--- src/rtl/fpu_bank_pkg.sv ---
// rtl/fpu_bank_pkg.sv - lane state, job descriptor types and round-robin pick helper for the FPU bank
package fpu_bank_pkg;

  localparam int MAX_LANES   = 16;
  localparam int DEF_ADDR_W  = 23;
  localparam int DEF_OP_W    = 4;
  localparam int DEF_TAG_W   = 4;

  localparam logic [DEF_OP_W-1:0] OP_LINEAR_FW = 4'd1;

  typedef enum logic [1:0] {
    IDLE = 2'd0,
    BUSY = 2'd1,
    DONE = 2'd2
  } lane_state_t;

  typedef struct packed {
    logic [DEF_OP_W-1:0]   op;
    logic [DEF_ADDR_W-1:0] a;
    logic [DEF_ADDR_W-1:0] b;
    logic [DEF_ADDR_W-1:0] c;
    logic [DEF_ADDR_W-1:0] d;
  } job_desc_t;

  typedef logic [DEF_TAG_W-1:0] job_tag_t;

  // Returns {found, index} of the first set bit at or after start, wrapping at n.
  function automatic logic [4:0] find_first_from(input logic [MAX_LANES-1:0] mask,
                                                 input int start, input int n);
    logic [4:0] r;
    int idx;
    r = '0;
    for (int i = MAX_LANES - 1; i >= 0; i--) begin
      if (i < n) begin
        idx = (start + i) % n;
        if (mask[idx]) r = {1'b1, idx[3:0]};
      end
    end
    return r;
  endfunction

endpackage

--- src/rtl/fpu_job_fifo.sv ---
// rtl/fpu_job_fifo.sv - synchronous FIFO holding queued FPU jobs
module fpu_job_fifo #(
  parameter int WIDTH = 8,
  parameter int DEPTH = 8,
  localparam int AW = $clog2(DEPTH),
  localparam int CW = AW + 1
) (
  input  logic             clk,
  input  logic             rst,
  input  logic             push,
  input  logic [WIDTH-1:0] push_data,
  input  logic             pop,
  output logic [WIDTH-1:0] pop_data,
  output logic [CW-1:0]    count,
  output logic             full,
  output logic             empty
);

  logic [WIDTH-1:0] mem [DEPTH];
  logic [AW-1:0]    wr_ptr;
  logic [AW-1:0]    rd_ptr;
  logic             do_push;
  logic             do_pop;

  assign full     = (count == CW'(DEPTH));
  assign empty    = (count == '0);
  assign do_push  = push && !full;
  assign do_pop   = pop && !empty;
  assign pop_data = mem[rd_ptr];

  always_ff @(posedge clk) begin
    if (do_push) mem[wr_ptr] <= push_data;
  end

  // Pointers wrap naturally since DEPTH is a power of two.
  always_ff @(posedge clk) begin
    if (rst) begin
      wr_ptr <= '0;
      rd_ptr <= '0;
      count  <= '0;
    end else begin
      if (do_push) wr_ptr <= wr_ptr + 1'b1;
      if (do_pop)  rd_ptr <= rd_ptr + 1'b1;
      if (do_push && !do_pop)      count <= count + 1'b1;
      else if (!do_push && do_pop) count <= count - 1'b1;
    end
  end

endmodule

--- src/rtl/fpu_bank_array.sv ---
// rtl/fpu_bank_array.sv - job queue with round-robin dispatch to NUM_LANES FPU job managers
// FPU_BANK_PERF_CNT_EN adds saturating completion and busy-cycle counters.
module fpu_bank_array
  import fpu_bank_pkg::*;
#(
  parameter int NUM_LANES = 4,
  parameter int QDEPTH    = 8,
  parameter int ADDR_W    = DEF_ADDR_W,
  parameter int OP_W      = DEF_OP_W,
  parameter int TAG_W     = DEF_TAG_W,
  localparam int DESC_W   = OP_W + 4 * ADDR_W,
  localparam int LW       = (NUM_LANES > 1) ? $clog2(NUM_LANES) : 1,
  localparam int CW       = $clog2(QDEPTH) + 1
) (
  input  logic                        clk,
  input  logic                        rst,
  input  logic                        job_avail,
  output logic                        job_accept,
  input  logic [OP_W-1:0]             job_op,
  input  logic [TAG_W-1:0]            job_tag,
  input  logic [ADDR_W-1:0]           job_a,
  input  logic [ADDR_W-1:0]           job_b,
  input  logic [ADDR_W-1:0]           job_c,
  input  logic [ADDR_W-1:0]           job_d,
  output logic [NUM_LANES-1:0]        lane_start,
  output logic [NUM_LANES*DESC_W-1:0] lane_desc,
  input  logic [NUM_LANES-1:0]        lane_done,
  output logic                        cmpl_valid,
  output logic [TAG_W-1:0]            cmpl_tag,
  output logic [LW-1:0]               cmpl_lane,
  input  logic                        cmpl_ready,
  output logic [CW-1:0]               queue_count,
  output logic                        bank_idle,
  output logic                        err_spurious
`ifdef FPU_BANK_PERF_CNT_EN
  ,
  output logic [31:0]                 perf_jobs_done,
  output logic [31:0]                 perf_busy_cycles
`endif
);

  localparam int FW = TAG_W + DESC_W;

  lane_state_t            lane_st  [NUM_LANES];
  logic [TAG_W-1:0]       lane_tag [NUM_LANES];
  logic [LW-1:0]          disp_ptr;
  logic [LW-1:0]          cmpl_ptr;
  logic [NUM_LANES-1:0]   idle_mask;
  logic [NUM_LANES-1:0]   done_mask;
  logic [MAX_LANES-1:0]   idle_ext;
  logic [MAX_LANES-1:0]   done_ext;
  logic [4:0]             disp_pick;
  logic [4:0]             cmpl_pick;
  logic [LW-1:0]          disp_lane;
  logic [FW-1:0]          head;
  logic                   fifo_empty;
  logic                   fifo_full;
  logic                   do_pop;
  logic                   cmpl_fire;

  function automatic logic [LW-1:0] wrap_inc(input logic [LW-1:0] x);
    return (int'(x) == NUM_LANES - 1) ? '0 : x + 1'b1;
  endfunction

  fpu_job_fifo #(
    .WIDTH (FW),
    .DEPTH (QDEPTH)
  ) u_fifo (
    .clk       (clk),
    .rst       (rst),
    .push      (job_avail),
    .push_data ({job_tag, job_op, job_a, job_b, job_c, job_d}),
    .pop       (do_pop),
    .pop_data  (head),
    .count     (queue_count),
    .full      (fifo_full),
    .empty     (fifo_empty)
  );

  always_comb begin
    idle_mask = '0;
    done_mask = '0;
    idle_ext  = '0;
    done_ext  = '0;
    for (int i = 0; i < NUM_LANES; i++) begin
      idle_mask[i] = (lane_st[i] == IDLE);
      done_mask[i] = (lane_st[i] == DONE);
    end
    idle_ext[NUM_LANES-1:0] = idle_mask;
    done_ext[NUM_LANES-1:0] = done_mask;
    disp_pick = find_first_from(idle_ext, int'(disp_ptr), NUM_LANES);
    cmpl_pick = find_first_from(done_ext, int'(cmpl_ptr), NUM_LANES);
  end

  assign disp_lane  = disp_pick[LW-1:0];
  assign do_pop     = !fifo_empty && disp_pick[4];
  assign job_accept = !fifo_full;
  assign bank_idle  = fifo_empty && (&idle_mask);
  assign cmpl_valid = cmpl_pick[4];
  assign cmpl_lane  = cmpl_pick[LW-1:0];
  assign cmpl_tag   = lane_tag[cmpl_lane];
  assign cmpl_fire  = cmpl_valid && cmpl_ready;

  // While a completion waits, cmpl_ptr parks on it so a newly finished lane
  // earlier in the rotation cannot displace the one already offered.
  always_ff @(posedge clk) begin
    if (rst) begin
      disp_ptr     <= '0;
      cmpl_ptr     <= '0;
      lane_start   <= '0;
      err_spurious <= 1'b0;
    end else begin
      lane_start <= '0;
      if (do_pop) begin
        lane_start[disp_lane] <= 1'b1;
        disp_ptr              <= wrap_inc(disp_lane);
      end
      if (cmpl_fire)       cmpl_ptr <= wrap_inc(cmpl_lane);
      else if (cmpl_valid) cmpl_ptr <= cmpl_lane;
      for (int i = 0; i < NUM_LANES; i++) begin
        if (lane_done[i] && (lane_st[i] != BUSY)) err_spurious <= 1'b1;
      end
    end
  end

  always_ff @(posedge clk) begin
    if (rst) begin
      lane_desc <= '0;
      for (int i = 0; i < NUM_LANES; i++) begin
        lane_st[i]  <= IDLE;
        lane_tag[i] <= '0;
      end
    end else begin
      for (int i = 0; i < NUM_LANES; i++) begin
        case (lane_st[i])
          IDLE: if (do_pop && (disp_lane == LW'(i))) begin
            lane_st[i]                      <= BUSY;
            lane_desc[i*DESC_W +: DESC_W]   <= head[DESC_W-1:0];
            lane_tag[i]                     <= head[FW-1:DESC_W];
          end
          BUSY: if (lane_done[i]) lane_st[i] <= DONE;
          DONE: if (cmpl_fire && (cmpl_lane == LW'(i))) lane_st[i] <= IDLE;
          default: lane_st[i] <= IDLE;
        endcase
      end
    end
  end

`ifdef FPU_BANK_PERF_CNT_EN
  logic any_busy;

  always_comb begin
    any_busy = 1'b0;
    for (int i = 0; i < NUM_LANES; i++) begin
      if (lane_st[i] == BUSY) any_busy = 1'b1;
    end
  end

  always_ff @(posedge clk) begin
    if (rst) begin
      perf_jobs_done   <= '0;
      perf_busy_cycles <= '0;
    end else begin
      if (cmpl_fire && (perf_jobs_done != '1))  perf_jobs_done   <= perf_jobs_done + 1'b1;
      if (any_busy && (perf_busy_cycles != '1)) perf_busy_cycles <= perf_busy_cycles + 1'b1;
    end
  end
`endif

endmodule
--- config.mk ---
export PLATFORM = sky130hd
export DESIGN_NAME = fpu_bank_array
export DESIGN_NICKNAME = d
export VERILOG_FILES = /design/src/rtl/fpu_bank_pkg.sv /design/src/rtl/fpu_job_fifo.sv /design/src/rtl/fpu_bank_array.sv
export SDC_FILE = /design/constraint.sdc
export NUM_CORES = 1
export LEC_CHECK = 0
export BUFFER_PORTS_ARGS = -buffer_cell sky130_fd_sc_hd__buf_2
export CAP_MARGIN = 25
export CORE_ASPECT_RATIO = 0.5
export CORE_MARGIN = 3
export CORE_UTILIZATION = 40
export CTS_BUF_LIST = sky130_fd_sc_hd__clkbuf_4
export CTS_CLUSTER_DIAMETER = 100
export DETAILED_ROUTE_END_ITERATION = 6
export PLACE_DENSITY = 0.66
export SYNTH_ARGS = -nofsm -noshare
export SYNTH_HDL_FRONTEND = slang
export SYNTH_SLANG_ARGS = --single-unit
--- constraint.sdc ---
create_clock -name clk -period 20.2 [get_ports clk]
set_input_delay 2.02 -clock clk [delete_from_list [all_inputs] [get_ports clk]]
set_output_delay 2.02 -clock clk [all_outputs]
set_load 0.005 [all_outputs]
# Word-level counts from Yosys, hierarchy flattened
# Memory sizes are Yosys's and may differ from the RTL's. A register that Yosys moved wholly into a read port is not among the register bits.
# Cells that the tools add are included.
[totals]
reg_bits = 403
ramBits = 824
in_bits = 108
word_cells = 262
mem_count = 3
[classes]
addsub = 12
n_lt_le_gt_ge = 10
eq_ne = 21
n_mux = 128
bitwise_logic = 27
n_reduce_logical = 50
[mem_list]
columns = ["name", "words", "width", "read_ports", "rd_clocked_by_memory_dff", "wr", "line_no", "source"]
rows = [
  ["u_fifo.mem", 8, 100, 1, 1, 1, "fpu_job_fifo.sv:19", "logic [WIDTH-1:0] mem [DEPTH];"],
  ["lane_tag", 4, 4, 1, 0, 4, "fpu_bank_array.sv:45", "logic [TAG_W-1:0] lane_tag [NUM_LANES];"],
  ["lane_st", 4, 2, 4, 0, 4, "fpu_bank_array.sv:44", "lane_state_t lane_st [NUM_LANES];"],
]
[ops]
columns = ["operator", "n"]
rows = [
  ["2-to-1 mux 1 bit", 83],
  ["2-to-1 mux 2 bit", 20],
  ["2-to-1 mux 5 bit", 8],
  ["< comparator 3 x 6 -> 1 bit (second input constant)", 6],
  ["2-to-1 mux 4 bit", 6],
  ["logical AND 1 bit", 20],
  ["OR 1 bit", 20],
  ["binary-select mux 1 bit (select 3 bit)", 6],
  ["equality test 2 x 1 -> 1 bit (second input constant)", 8],
  ["equality test 2 bit (second input constant)", 8],
  ["OR reduction 2 bit", 7],
  ["zero test 2 bit", 6],
  ["OR reduction 3 bit", 4],
  ["< comparator 2 x 5 -> 1 bit (second input constant)", 2],
  ["adder 2 x 1 -> 2 bit (second input constant)", 4],
  ["adder 2 bit (second input constant)", 4],
  ["inequality test 2 x 1 -> 1 bit (second input constant)", 4],
  ["AND reduction 2 bit", 4],
  ["adder 3 x 1 -> 3 bit (second input constant)", 2],
  ["bitwise AND 1 bit (first input constant)", 6],
  ["2-to-1 mux 3 bit", 2],
  ["adder 4 x 1 -> 4 bit (second input constant)", 1],
  ["binary-select mux 1 bit (select 2 bit)", 2],
  ["equality test 4 bit (second input constant)", 1],
  ["other kinds (10)", 14],
]

# Logic depth before layout (Yosys ltp)
[depth]
ltp_word = 20
mapped_depth = 12
ltp_nobuf = 12

# Cells and area by module
# From an unflattened synthesis, not the netlist that was laid out.
[unflattened]
hier_cells = 2240
area_unflattened_um2 = 43870.8
[by_module_without_submodules]
columns = ["mod", "instances", "cells_each", "area_each_um2", "seq_area_each_um2"]
rows = [
  ["fpu_job_fifo", 1, 1228, 30555.6, 24283.3],
  ["fpu_bank_array", 1, 1012, 13315.3, 8588.2],
]

# Least setup slack after synthesis
# No wires, ideal clock.
[synth_timing]
kind = "input -> register"
start = "input port job_avail"
end = "memory u_fifo.mem[0][0] (netlist bit), enable pin"
arrival_time_ps = 11563
setup_slack_ps = 7833
path_stages = 2
n_path_buf = 0
cell_sequence = "nand2_1 nor4_1"
[synth_via]
elab_chain_len = 3
[synth_rtl]
columns = ["element", "line_no", "source"]
rows = [
  ["from (decl)", "fpu_bank_array.sv:17", "input logic job_avail,"],
  ["logical AND 1 bit", "fpu_job_fifo.sv:27", "assign do_push = push && !full;"],
  ["2-to-1 mux 1 bit", "fpu_job_fifo.sv:32", "if (do_push) mem[wr_ptr] <= push_data;"],
  ["2-to-1 mux 1 bit (implied by the code)", "fpu_job_fifo.sv:32", ""],
  ["to (decl)", "fpu_job_fifo.sv:19", ""],
]
# No other way between the ends.

==> impl_metrics.toml <==
[sta]
hold_viol_final = 0
maxSlewHeadroom_pct = 32.46
rsz0062_at_grt = "false"
setup_tns_ns = 0
fin_crit_ns = 5.338
slew_violations = 0
setup_viol = 0
finClkSkew_ns = 0.07712
worstMarginPinSlew_ns = 1.013
fin_crit_sh_pct = 26.42
max_freq_ghz = 0.1873

[clock_network]
clk_latency_ns = 1.19
clockRootBuffer = "clkbuf_4"
clkSlewWorstSetupHoldPaths_ns = 0.07
tritoncts = "yes"
cts_hold_buf = 0
cts_sinks = 1230
post-cts-setup-buffers = 0
htreeDepth = 5
clockBufferDepth = 4
ctsResizeCount = 0
cts_buffers = 297

[routing]
drtAntennaViolNets = 0
via_per_inst = 5.086
routed_wl_mm = 107.9
drc = 0
drt-initial-drc-count = 1671
dr.pass1.iters = 6
wire_per_inst_microns = 21.60
vias = 25400

[logic_synthesis]
synth_top_area_cell = "edfxtp_1"
yosysTopAreaCellShare_pct = 56.56
synthTopCellsByCount = "824 x edfxtp_1, 406 x dfxtp_1, 392 x nand2_1"
ys_types = 48
synth_flop_cell = "edfxtp_1"
synth.yosys.seq_area_share_pct = 75.13
syn_area_sq_um = 43750
synth_edf_count = 824
yosysWarnings = 0
synthTopCellsByArea = "edfxtp_1 57%, dfxtp_1 19%, mux4_2 11%"
synth_fp_nets = 2748
syn_inst = 2626
ys_seq_elements = 1230
syn_area_per_cell_sq_um = 16.66
async_flop_share_pct = 0
synth_most_common_cell = "edfxtp_1"

[floorplanning]
ioPinCount = 510
start_util_pct = 40.49
die_area_sq_um = 113600
design.core.area_sq_um = 108100
die_h_microns = 239.9
rows = 85
fp.dieW_microns = 473.7

[cells_and_area]
fillers = 9348
finalNonFillerCells = 4995
syn2layout_area_growth_pct = 17.67
num-nets-final = 3449
drive_gt1_share_pct = 35.50
fin_util_pct = 47.64

[power]
vdd_drop_max_mv = 0.1195
power_frac_seq_pct = 47.0
p_sw_share_pct = 29.87
p_comb_share_pct = 22.7
power_density_nw_per_um2 = 127.6
p_sw_mw = 1.962
power.clock.fraction_pct = 30.3
p_int_mw = 4.609
power_leakage_nw = 18.55

[critical_path]
crit_required_ns = 18.18
cp.buffers_inverters = 1
critical_path_class = "flop to output port"
critPathTopFamily = "compound AO/OA/AOI/OAI gates"
crit_path_max_fanout = 9
crit_path_top_delay_cell = "a21oi_1"
slowest_delay_ns = 0.70
cp_cell_sequence = "nand2b_1 > nor2b_1 > a21oi_1 > mux4_2 > buf_2"
endpoint_kind = "output port"
arrival_ns = 3.32
critPathLaunchType = "flop"

[place]
portBuffers = 509
dp_hpwl_mm = 62.60
gp_congestion = 0.7795
placed_cells = 4462

[min_path]
worstHoldPathType = "flop to flop"

[global_routing]
grt_usage_pct = 18.69
antenna_found_initial = 33
overflow = 0
grt_pass1_vias = 26230
grt_max_degree = 121
grt_pass1_wl_mm = 159.6

[job]
maxCapViolations = 0

[status]
status = "complete, no violations"
## state kept, by name, indices dropped and copies added, names as in the netlist, named ones only
signal / count
cmpl_ptr: 2
disp_ptr: 2
err_spurious: 1
lane_desc: 384
lane_st: 8
lane_start: 4
lane_tag: 16
u_fifo.count: 4
u_fifo.mem: 800
u_fifo.rd_ptr: 3
u_fifo.wr_ptr: 3
## cell families (layout without fill, tap and decap cells)
group	Yosys count	in the layout	synth area share, %
compound gates	421	421	5.079
xor+xnor	7	7	0.1401
fa+ha+maj	14	14	0.4175
buf+inv	160	1069	1.905
flops	1230	1230	75.13
mux	308	308	12.88
other cells	0	25	0
simple gates	486	486	4.444
## power by group through the flow
stage          registers, mW  logic (mW)  clock network [mW]
6_report                3.09        1.49                1.99
4_1_cts                 3.09        1.53                2.05
5_1_grt                 3.11        1.63                2.20
2_1_floorplan           3.14       0.932                   0
3_5_place_dp            3.14        1.53                   0
3_3_place_gp            3.13        1.50                   0
## path summary, 6_finish.rpt
path / start / to / slack (ns) / cells after the start
max: lane_st[2][0]$_SDFFCE_PP0P_ / cmpl_tag[3] / 14.86 / 5
min: lane_desc[357]$_SDFFE_PP0P_ / lane_desc[357]$_SDFFE_PP0P_ / 0.44 / 2
max reg2reg: lane_st[1][1]$_SDFFCE_PP0P_ / lane_desc[260]$_SDFFE_PP0P_ / 16.29 / 9
min reg2reg: lane_desc[357]$_SDFFE_PP0P_ / lane_desc[357]$_SDFFE_PP0P_ / 0.44 / 2
## cells in the final DEF (no fill, tap or decap), types with 2 or more instances in the layout
cell and instances:
edfxtp_1 824, buf_2 509, clkbuf_4 463, dfxtp_1 403, nand2_1 392, o21ai_0 364
mux4_2 204, mux2i_1 104, nor2_1 42, buf_4 36, clkinv_1 30, o21ai_1 28
diode_2 25, nand2b_1 13, ha_1 13, inv_1 12, inv_2 10, a21oi_1 9
clkinv_2 6, nor3_1 4, a31oi_1 4, nor3b_1 4, a31oi_4 4, nor3_2 4
nand3_4 4, xnor2_1 4, and2_1 4, nor2b_1 3, nor2_4 3, xor2_1 3
dfxtp_4 3, nor2_2 2, a21o_1 2, or3_1 2, nand3b_1 2, a211oi_1 2
## final cells by class
class | instances | area (sq um) | share of cell area (%)
diodes | 25 | 62.56 | 0.1215
clock buffers | 463 | 3476 | 6.752
clock inverters | 44 | 198.9 | 0.3864
inverters | 15 | 56.30 | 0.1094
multi-input cells | 1236 | 10140 | 19.71
flip-flops and latches | 1230 | 32880 | 63.87
well taps | 1435 | 1795 | 3.488
repair buffers | 547 | 2865 | 5.566
## worst register-to-register path, stage by stage, from the launching register on
cell and delay (ns):
edfxtp_1 0.45, nor2_1 0.65, nor3_1 0.09, or3_1 0.32
a21oi_1 0.33, inv_1 0.12, ha_1 0.31, nand3_4 0.48
buf_4 0.74, o21ai_0 0.25
## stage by stage
step	setup slack, ns	hold WS [ns]	total power [mW]	instance area (sq um)
floorplan	7.833	0.4430	4.076	43750
global placement	15.30	0.4302	4.630	47720
detailed placement	15.28	0.4363	4.667	47720
CTS	14.66	0.4485	6.668	51390
global route	14.64	0.4558	6.938	51470
finish	14.86	0.4448	6.571	51480
## layer usage
layer,share of wire [%],wire length (microns),GRT usage [%],vias to the layer above
li1,-,-,-,11560
met4,3.3,3602,9.265,8
met3,6.1,6621,4.676,209
met5,0.046,50,0,-
met2,51,55120,31.66,742
met1,39,42500,22.42,12890
Power figures use the tool's default switching activity.
